<file path="config.mk">
export PLATFORM = sky130hd
export DESIGN_NAME = bus_arbiter
export DESIGN_NICKNAME = d
export VERILOG_FILES = /design/src/rtl/smp_pkg.sv /design/src/rtl/rr_arbiter_2.sv /design/src/rtl/bus_arbiter.sv
export SDC_FILE = /design/constraint.sdc
export NUM_CORES = 1
export LEC_CHECK = 0
export ABC_AREA = 1
export CAP_MARGIN = 10
export CORE_ASPECT_RATIO = 1.4
export CORE_UTILIZATION = 41
export DETAILED_ROUTE_END_ITERATION = 7
export GPL_TIMING_DRIVEN = 0
export PLACE_DENSITY_LB_ADDON = 0.3
export RECOVER_POWER = 25
export SYNTH_ARGS = -nofsm -noshare
export SYNTH_HDL_FRONTEND = slang
export SYNTH_HIERARCHICAL = 1
export SYNTH_SLANG_ARGS = --single-unit
</file>
<file path="constraint.sdc">
create_clock -name clk -period 3.8 [get_ports clk]
set_input_delay 0.76 -clock clk [delete_from_list [all_inputs] [get_ports clk]]
set_output_delay 0.76 -clock clk [all_outputs]
set_load 0.01 [all_outputs]
</file>
<file path="src/rtl/smp_pkg.sv">
// Shared definitions for the two-CPU snooping bus arbiter: FSM states,
// miss-type encoding and the default block-address width.
package smp_pkg;

  localparam int unsigned ADDR_W = 11;

  typedef enum logic [2:0] {
    IDLE,
    GRANT,
    SNOOP,
    WBACK,
    MEM,
    DONE
  } arb_state_e;

  typedef enum logic {
    READ_MISS  = 1'b0,
    WRITE_MISS = 1'b1
  } miss_op_e;

endpackage

</file>
<file path="src/rtl/rr_arbiter_2.sv">
// Two-way round-robin selector: on a tie the CPU not served last wins,
// a lone request wins outright. Purely combinational.
module rr_arbiter_2 (
  input  logic [1:0] req,
  input  logic       last,
  output logic       winner
);

  always_comb begin
    winner = 1'b0;
    if (req == 2'b11) begin
      winner = ~last;
    end else if (req[1]) begin
      winner = 1'b1;
    end
  end

endmodule

</file>
<file path="src/rtl/bus_arbiter.sv">
// Shared-bus arbiter for two private caches: grants one miss at a time,
// snoops the other cache, writes back a dirty copy and fetches from memory.
module bus_arbiter
  import smp_pkg::*;
#(
  parameter int unsigned ADDR_W = smp_pkg::ADDR_W
) (
  input  logic              clk,
  input  logic              rst_n,
  input  logic              req_0,
  input  logic              req_1,
  input  logic              op_0,
  input  logic              op_1,
  input  logic [ADDR_W-1:0] addr_0,
  input  logic [ADDR_W-1:0] addr_1,
  output logic              grant_0,
  output logic              grant_1,
  output logic [ADDR_W-1:0] addr_out,
  output logic              search_0,
  output logic              search_1,
  input  logic              search_found_0,
  input  logic              search_found_1,
  input  logic              dirty_0,
  input  logic              dirty_1,
  output logic              wback_0,
  output logic              wback_1,
  output logic              inv_0,
  output logic              inv_1,
  output logic              mm_re,
  output logic              mm_we,
  input  logic              mm_rdy,
  output logic              done_0,
  output logic              done_1
);

  arb_state_e        state_q, state_d;
  logic              owner_q, owner_d;
  miss_op_e          op_q, op_d;
  logic [ADDR_W-1:0] addr_q, addr_d;
  logic              found_q, found_d;
  logic              dirty_q, dirty_d;
  logic              last_q, last_d;

  logic winner;
  logic busy, srch, wb, inv, done;
  logic snoop_found, snoop_dirty;

  rr_arbiter_2 u_rr (
    .req    ({req_1, req_0}),
    .last   (last_q),
    .winner (winner)
  );

  // The snooped cache is always the one that does not own the bus.
  assign snoop_found = owner_q ? search_found_0 : search_found_1;
  assign snoop_dirty = owner_q ? dirty_0 : dirty_1;

  always_ff @(posedge clk or negedge rst_n) begin
    if (!rst_n) begin
      state_q <= IDLE;
      owner_q <= 1'b0;
      op_q    <= READ_MISS;
      addr_q  <= '0;
      found_q <= 1'b0;
      dirty_q <= 1'b0;
      last_q  <= 1'b1;
    end else begin
      state_q <= state_d;
      owner_q <= owner_d;
      op_q    <= op_d;
      addr_q  <= addr_d;
      found_q <= found_d;
      dirty_q <= dirty_d;
      last_q  <= last_d;
    end
  end

  always_comb begin
    state_d = state_q;
    owner_d = owner_q;
    op_d    = op_q;
    addr_d  = addr_q;
    found_d = found_q;
    dirty_d = dirty_q;
    last_d  = last_q;
    busy    = 1'b1;
    srch    = 1'b0;
    wb      = 1'b0;
    inv     = 1'b0;
    done    = 1'b0;
    mm_re   = 1'b0;
    mm_we   = 1'b0;

    unique case (state_q)
      IDLE: begin
        busy = 1'b0;
        if (req_0 || req_1) begin
          owner_d = winner;
          op_d    = winner ? miss_op_e'(op_1) : miss_op_e'(op_0);
          addr_d  = winner ? addr_1 : addr_0;
          state_d = GRANT;
        end
      end
      GRANT: state_d = SNOOP;
      SNOOP: begin
        srch    = 1'b1;
        found_d = snoop_found;
        dirty_d = snoop_dirty;
        state_d = (snoop_found && snoop_dirty) ? WBACK : MEM;
      end
      WBACK: begin
        // Only reachable with a found dirty copy; the qualifier makes that explicit.
        wb    = found_q & dirty_q;
        mm_we = found_q & dirty_q;
        if (mm_rdy) state_d = MEM;
      end
      MEM: begin
        mm_re = 1'b1;
        if (mm_rdy) state_d = DONE;
      end
      DONE: begin
        done    = 1'b1;
        inv     = (op_q == WRITE_MISS) && found_q;
        last_d  = owner_q;
        state_d = IDLE;
      end
      default: state_d = IDLE;
    endcase

    grant_0  = busy & ~owner_q;
    grant_1  = busy & owner_q;
    addr_out = busy ? addr_q : '0;
    search_0 = srch & owner_q;
    search_1 = srch & ~owner_q;
    wback_0  = wb & owner_q;
    wback_1  = wb & ~owner_q;
    inv_0    = inv & owner_q;
    inv_1    = inv & ~owner_q;
    done_0   = done & ~owner_q;
    done_1   = done & owner_q;
  end

endmodule

</file>
### Yosys cells after proc, flatten, opt, wreduce, memory -nomap -nowiden

Cells that the tools add are included.

* flip-flop bits (word level): 19
* output and inout bits: 23

* equality and inequality tests: 9
* multiplexer cells: 18
* bitwise operators: 13
* reductions and logical operators: 6

Operator list (count)
* $mux W11: 2
* $pmux W3 S5: 1
* $mux W3: 4
* $and A1 B1 Y1: 11
* $mux W1: 11
* $eq A3 B2 Y1 const B: 2
* $eq A3 B3 Y1 const B: 2
* $ne A2 B2 Y1 const B: 3
* $eq A3 B1 Y1 const B: 1
* $logic_not A3 Y1: 1
* $reduce_and A3 Y1: 1
* $eq A2 B2 Y1 const B: 1
* $logic_and A1 B1 Y1: 2
* $not A1 Y1: 2
* $reduce_and A2 Y1: 1
* $logic_or A1 B1 Y1: 1

### Logic depth before layout (Yosys ltp)

Gate-level depths: netlist of run 1.

* word-level depth: 4
* depth in mapped cells: 9
* gate-level depth less buffers: 8

### By module

Netlist of run 1, hierarchy kept.

By module, submodules not included
* bus_arbiter: instances 1, cells each 175, area each 1176.1 µm²
* rr_arbiter_2: instances 1, cells each 2, area each 12.5 µm²

### Worst setup path after synthesis of run 1

No wires, ideal clock.

* path kind: flip-flop to output port
* start point: reg state_q[2]
* end point: out search_0
* data arrival time: 1.039 ns
* required time: 3.040 ns
* setup slack: 2.001 ns
* cell stages (with the launch flop): 6
* buffers on the path: 0
* path through: dfrtp_1 > inv_1 > nand2_1 > nor2_1 > inv_1 > nor2_1

* longest elaborated chain between the ends: 3

Ends and longest elaborated chain
* from (decl): line bus_arbiter.sv:36 `arb_state_e state_q, state_d;`
* from (signal assigned): line bus_arbiter.sv:68 `state_q <= state_d;`
* $eq A3 B2 Y1: line bus_arbiter.sv:94 `unique case (state_q)`
* $mux W1: line bus_arbiter.sv:94
* $and A1 B1 Y1: line bus_arbiter.sv:133 `search_0 = srch & owner_q;`
* to (decl): line bus_arbiter.sv:19 `output logic search_0,`

No other way between the ends.

### Final worst setup path of run 1

Ends and elaborated chain as after synthesis.

==> results of run 1 <==
-- where the power goes --
group          switching, mW  internal (mW)
Sequential            0.0453          0.300
Clock                 0.0622         0.0391
Combinational          0.398          0.346
Total                  0.506          0.685
-- placed cells by master (no fill, tap or decap) --
master / count
a21oi_1: 1
a21oi_2: 1
a21oi_4: 1
buf_2: 4
buf_6: 2
clkbuf_4: 3
clkdlybuf4s50_1: 53
clkinv_2: 1
dfrtp_1: 18
dfstp_2: 1
dlygate4sd3_1: 2
inv_1: 26
inv_2: 1
nand2_1: 77
nand2_4: 1
nand3_1: 6
nor2_1: 21
nor2_4: 1
nor3_1: 2
o21ai_0: 4
o21ai_2: 10
-- final cells by class --
type	count	area share, %
Sequential cell	19	26.3
Tap cell	36	2.49
Clock buffer	3	1.24
Inverter	27	5.59
Multi-Input combinational cell	125	31.4
Timing Repair Buffer	55	30.4
Buffer	6	2.35
Clock inverter	1	0.276
-- logic make-up after synthesis --
group	count (synthesis)	share of synthesized area, %
AOI/OAI and AO/OA	17	11.6
and+or+nand+nor	108	36.2
DFF	19	40.1
buffers and inverters	33	12.1
-- routing by layer --
metal  vias up  track usage, %  share of wire, %
li1        643               -                 -
met1       519            23.9                43
met2        37            34.4                51
met3         4            2.20               4.1
met4         0            10.7               1.7
met5         -               0                 0
-- critical path: stages (launching register included) --
cell and delay, ns:
dfrtp_1 0.41, inv_1 0.15, nand2_1 0.07, nor2_1 0.22
inv_1 0.13, nor2_1 0.11, clkdlybuf4s50_1 0.56
-- worst max-delay path by stage --
stage                           from       end  slack (ns)  depth (start not counted)
after floorplan           state_q[2]  search_0        2.00                          5
after global placement    state_q[2]  search_1        1.44                          6
after detailed placement  state_q[2]  search_0        1.39                          6
after CTS                 state_q[2]  search_0        1.05                          6
after global routing      state_q[2]  search_1        0.87                          6
final                     state_q[2]  search_0        1.09                          6
-- per-stage QoR --
| step | setup slack, ns | total power [mW] | hold slack (ns) | cell area [um^2] | instances |
|---|---|---|---|---|---|
| floorplan | 2.00 | 0.796 | 0.443 | 1190 | 177 |
| global placement | 1.44 | 1.09 | 0.464 | 1780 | 268 |
| detailed placement | 1.39 | 1.10 | 0.489 | 1780 | 268 |
| CTS | 1.05 | 1.21 | 0.515 | 1810 | 272 |
| global route | 0.873 | 1.30 | 0.540 | 1810 | 272 |
| finish | 1.09 | 1.19 | 0.505 | 1810 | 272 |
-- flip-flops by register name, indices dropped and copies added (netlist names) --
signal   count
last_q       1
owner_q      1
addr_q      11
op_q         1
found_q      1
state_q      3
dirty_q      1
==> results.cfg, run 1 <==
[power_and_ir_drop]
power_leakage_nw = 0.917
worst_ir_drop_on_vdd_mv = 0.452
p_per_area_nw_per_um2 = 657

[cells_and_area]
final.fill_count = 264
antenna_cells_inserted = 0
regArea_um2 = 477
drive_above_1_share_pct = 11.0
finish.utilization_pct = 67.2
fin_nets = 270
area_delta_synth_final_pct = 52.4
multi_input_logic_area_um2 = 568

[timing]
slew_headroom_pct = 43.4
aggregate_negative_setup_slack_ns = 0
timing.final.hold_violations = 0
max_freq_mhz = 369
rsz_0062_raised_after_global_routing = no
worst_pin_slew_ns = 0.846
finalMaxSlewViolations = 0
final-setup-viol-count = 0
finalCriticalPeriod_ns = 2.71
worst_clock_skew_ns = 0.00304
period_share_pct = 71.4

[setup_path]
worstSetupPathType = flop to primary output
req_time_crit_path_ns = 3.04
crit_path_end_kind = primary output
rr_startpoint = state_q[0]
crit_fanout = 5
worst_ep_arrival_time_ns = 1.95
cp-start-kind = flop
reg2reg_to = addr_q[6]
worst-r2r-cell-count = 5
worst-r2r-setup-slack_ns = 2.48

[clock_network]
ctsHtreeMaxLevel = 1
worst_skew_pair.late_latency_ns = 0.29
clock_tree_from_tritoncts = built
clkSlewWorstSetupHoldPaths_ns = 0.11
cts-root-to-sink-buffers = 2
cts_made_buffers = 3
cts_hold_buf = 0
postCtsResizedCells = 0
cts.sinks = 19
cts.root.buffer_cell = clkbuf_4
cts_setup_buffers = 0

[synth]
syn_nets = 210
synth-edff-count = 0
postSynthRegisterBits = 19
synth_top_flop_cell = dfrtp_1
yosys-top-cells-area = dfrtp_1 (38%), nand2_1 (24%), inv_1 (8.2%), o21ai_2 (7.4%), nor2_1 (6.6%)
synthTopCellsByCount = nand2_1 (77), inv_1 (26), nor2_1 (21), dfrtp_1 (18), o21ai_2 (10)
mappedNetlistArea_um2 = 1190
synthesis.yosys.warnings = 6
synthDistinctLibCells = 17
yosys.area.top_type_share_pct = 37.9
async_flop_share_pct = 100
synth_largest_area_cell = dfrtp_1
synthMostInstantiatedCell = nand2_1
yosysSeqAreaShare_pct = 40.1
synth_cells = 177
synthesis.area_per_instance_um2 = 6.72

[floorplan]
die-height_um = 65.7
rows = 22
floorplan.die_area_um2 = 3120
die-width_um = 47.5
start_util_pct = 44.1
top_level_ports = 56
core-area_um2 = 2700

[routing]
antenna_left = 0
wl_per_cell_um = 10.1
final_wl_mm = 2.75
router_iterations_before_antenna_repair = 4
detailedRoute.firstIterationViolations = 14
drt-vias-per-instance = 4.42
drc = 0
dr_total_vias = 1203

[global_routing]
grt_pass1_wl_mm = 4.52
antenna_found_initial = 0
pin_count_of_the_biggest_net_entering_global_routing = 20
groute.usage.overall_pct = 20.4
global_route.overflow_total = 0
first_global_vias = 1087

[worst_hold_path]
hold_class = flop to flop
whs_endpoint = dirty_q
hold-path-cell-count = 2
holdCritStartpoint = dirty_q

[placed_design]
gp_routability_congestion = 0.844
detailed_place_hpwl_mm = 2.21
io_buffers = 55

[run]
cap_violations = 0

[status]
status = finished, final reports clean
Power figures use the tool's default switching activity.
==> run 2: changes to the inputs <==
==> constraint.sdc (replaced) <==
create_clock -name clk -period 2.5 [get_ports clk]
set_input_delay 0.5 -clock clk [delete_from_list [all_inputs] [get_ports clk]]
set_output_delay 0.5 -clock clk [all_outputs]
set_load 0.01 [all_outputs]
==> run 2 against run 1 <==
Combinational power grew 53%; count of clock-buffer cells in the layout is the same; worst setup slack lost 0.99 ns; critical endpoint is now addr_out[3]; largest cell class unchanged.
==> results.cfg, run 2 (synthesis gave the netlist of run 1 again) <==
[setup_path]
crit_path_end_kind = primary output
worstSetupPathType = flop to primary output
crit_fanout = 10
path_buf_inv = 3
worst-r2r-cell-count = 5
reg2reg_to = addr_q[6]
critical-path-slowest-cell = clkdlybuf4s50_1
timing.critical_path.max_delay_family = buffers and inverters
critical_path.max_stage_delay_ns = 0.49
rr_startpoint = state_q[0]
worst_ep_arrival_time_ns = 1.91
worstSetupStartpoint = state_q[0]
worst-r2r-setup-slack_ns = 1.16
req_time_crit_path_ns = 2.00
critical_path.cell_chain = nor2_4 > nand2_4 > inv_1 > clkbuf_4 > nor2_1 > clkdlybuf4s50_1
cp-start-kind = flop

[power_and_ir_drop]
p_per_area_nw_per_um2 = 1000
switching_share_pct = 42.5
worst_ir_drop_on_vdd_mv = 0.686
total_switching_power_uw = 773
power.clock.fraction_pct = 8.5
combinationalPowerShare_pct = 62.6
power_frac_seq_pct = 29.0
power_leakage_nw = 0.933
cellInternalPower_mw = 1.05

[global_routing]
global_route.overflow_total = 0
first_global_vias = 1087
pin_count_of_the_biggest_net_entering_global_routing = 20
grt_pass1_wl_mm = 4.52
antenna_found_initial = 0
groute.usage.overall_pct = 20.4

[timing]
max_freq_mhz = 415
rsz_0062_raised_after_global_routing = no
timing.final.hold_violations = 0
holdWs_ns = 0.505
worst_clock_skew_ns = 0.00325
finalCriticalPeriod_ns = 2.41
aggregate_negative_setup_slack_ns = 0
slew_headroom_pct = 44.4
worst_pin_slew_ns = 0.831
period_share_pct = 96.3
final-setup-viol-count = 0
finalMaxSlewViolations = 0

[worst_hold_path]
hold_class = flop to flop
whs_endpoint = dirty_q
holdCritStartpoint = dirty_q
hold-path-cell-count = 2

[clock_network]
cts_setup_buffers = 0
clkSlewWorstSetupHoldPaths_ns = 0.11
ctsHtreeMaxLevel = 1
cts.sinks = 19
cts.root.buffer_cell = clkbuf_4
clock_tree_from_tritoncts = built
cts-root-to-sink-buffers = 2
worst_skew_pair.late_latency_ns = 0.29
cts_hold_buf = 0
postCtsResizedCells = 0
cts_made_buffers = 3

[status]
status = finished, final reports clean

[cells_and_area]
area_delta_synth_final_pct = 53.1
largest_register_ff_count = 11
drive_above_1_share_pct = 11.9
most-common-layout-cells = nand2_1 (77), clkdlybuf4s50_1 (54), inv_1 (25)
fin_nets = 270
top_regs = addr_q x11, state_q x3
max_flop_register = addr_q
antenna_cells_inserted = 0
final_area_um2 = 1820
layout_commonest_cell = nand2_1

[placed_design]
detailed_place.area_um2 = 1780
gp_routability_congestion = 0.844
detailed_place_hpwl_mm = 2.21
io_buffers = 55

[routing]
detailedRoute.firstIterationViolations = 19
router_iterations_before_antenna_repair = 4
final_wl_mm = 2.75
dr_total_vias = 1207
drc = 0
wl_per_cell_um = 10.1
drt-vias-per-instance = 4.44
antenna_left = 0

[floorplan]
rows = 22
top_level_ports = 56
start_util_pct = 44.1
die-height_um = 65.7
core-area_um2 = 2700
floorplan.die_area_um2 = 3120
die-width_um = 47.5

[run]
cap_violations = 0
-- run 2: worst register-to-register path, stage by stage (launching register included) --
cell	delay [ns]
dfrtp_1	0.47
nor2_4	0.18
nand2_4	0.08
a21oi_4	0.24
buf_6	0.22
o21ai_2	0.07
-- run 2: metal layers --
layer,vias to the layer above,share of wire [%],global-route usage (%)
met3,4,3.9,2.20
met1,523,43,23.9
li1,643,-,-
met4,0,1.7,10.7
met5,-,0,0
met2,37,51,34.4
-- run 2: area by class of cell --
class | instances | area [um^2]
fill | 263 | 878
multi-input combinational | 125 | 571
timing repair buffer | 55 | 553
sequential | 19 | 477
inverter | 27 | 101
buffer | 6 | 45.0
tap | 36 | 45.0
clock buffer | 3 | 22.5
clock inverter | 1 | 5.00
-- run 2: stage by stage --
step	std cells	utilization, %	power, mW	setup WS (ns)
3_3_place_gp	268	66.1	1.66	0.398
4_1_cts	272	67.2	1.83	0.0132
2_1_floorplan	177	-	1.21	0.961
6_report	272	67.4	1.82	0.0925
5_1_grt	272	67.4	1.99	0.00143
3_5_place_dp	268	66.1	1.68	0.352
-- run 2: how the worst max path moves through the flow --
stage | end | slack (ns) | cells past startpoint
floorplan | search_0 | 0.96 | 5
global placement | search_1 | 0.40 | 6
detailed placement | search_0 | 0.35 | 6
CTS | search_0 | 0.01 | 6
global route | addr_out[1] | 0.001 | 6
finish | addr_out[3] | 0.09 | 6
-- run 2: power by group through the flow --
stage / Combinational [mW] / Sequential [mW] / Clock (mW)
2_1_floorplan: 0.694 / 0.516 / 0
3_3_place_gp: 1.13 / 0.527 / 0
3_5_place_dp: 1.14 / 0.533 / 0
4_1_cts: 1.15 / 0.525 / 0.159
5_1_grt: 1.28 / 0.543 / 0.174
6_report: 1.14 / 0.527 / 0.154
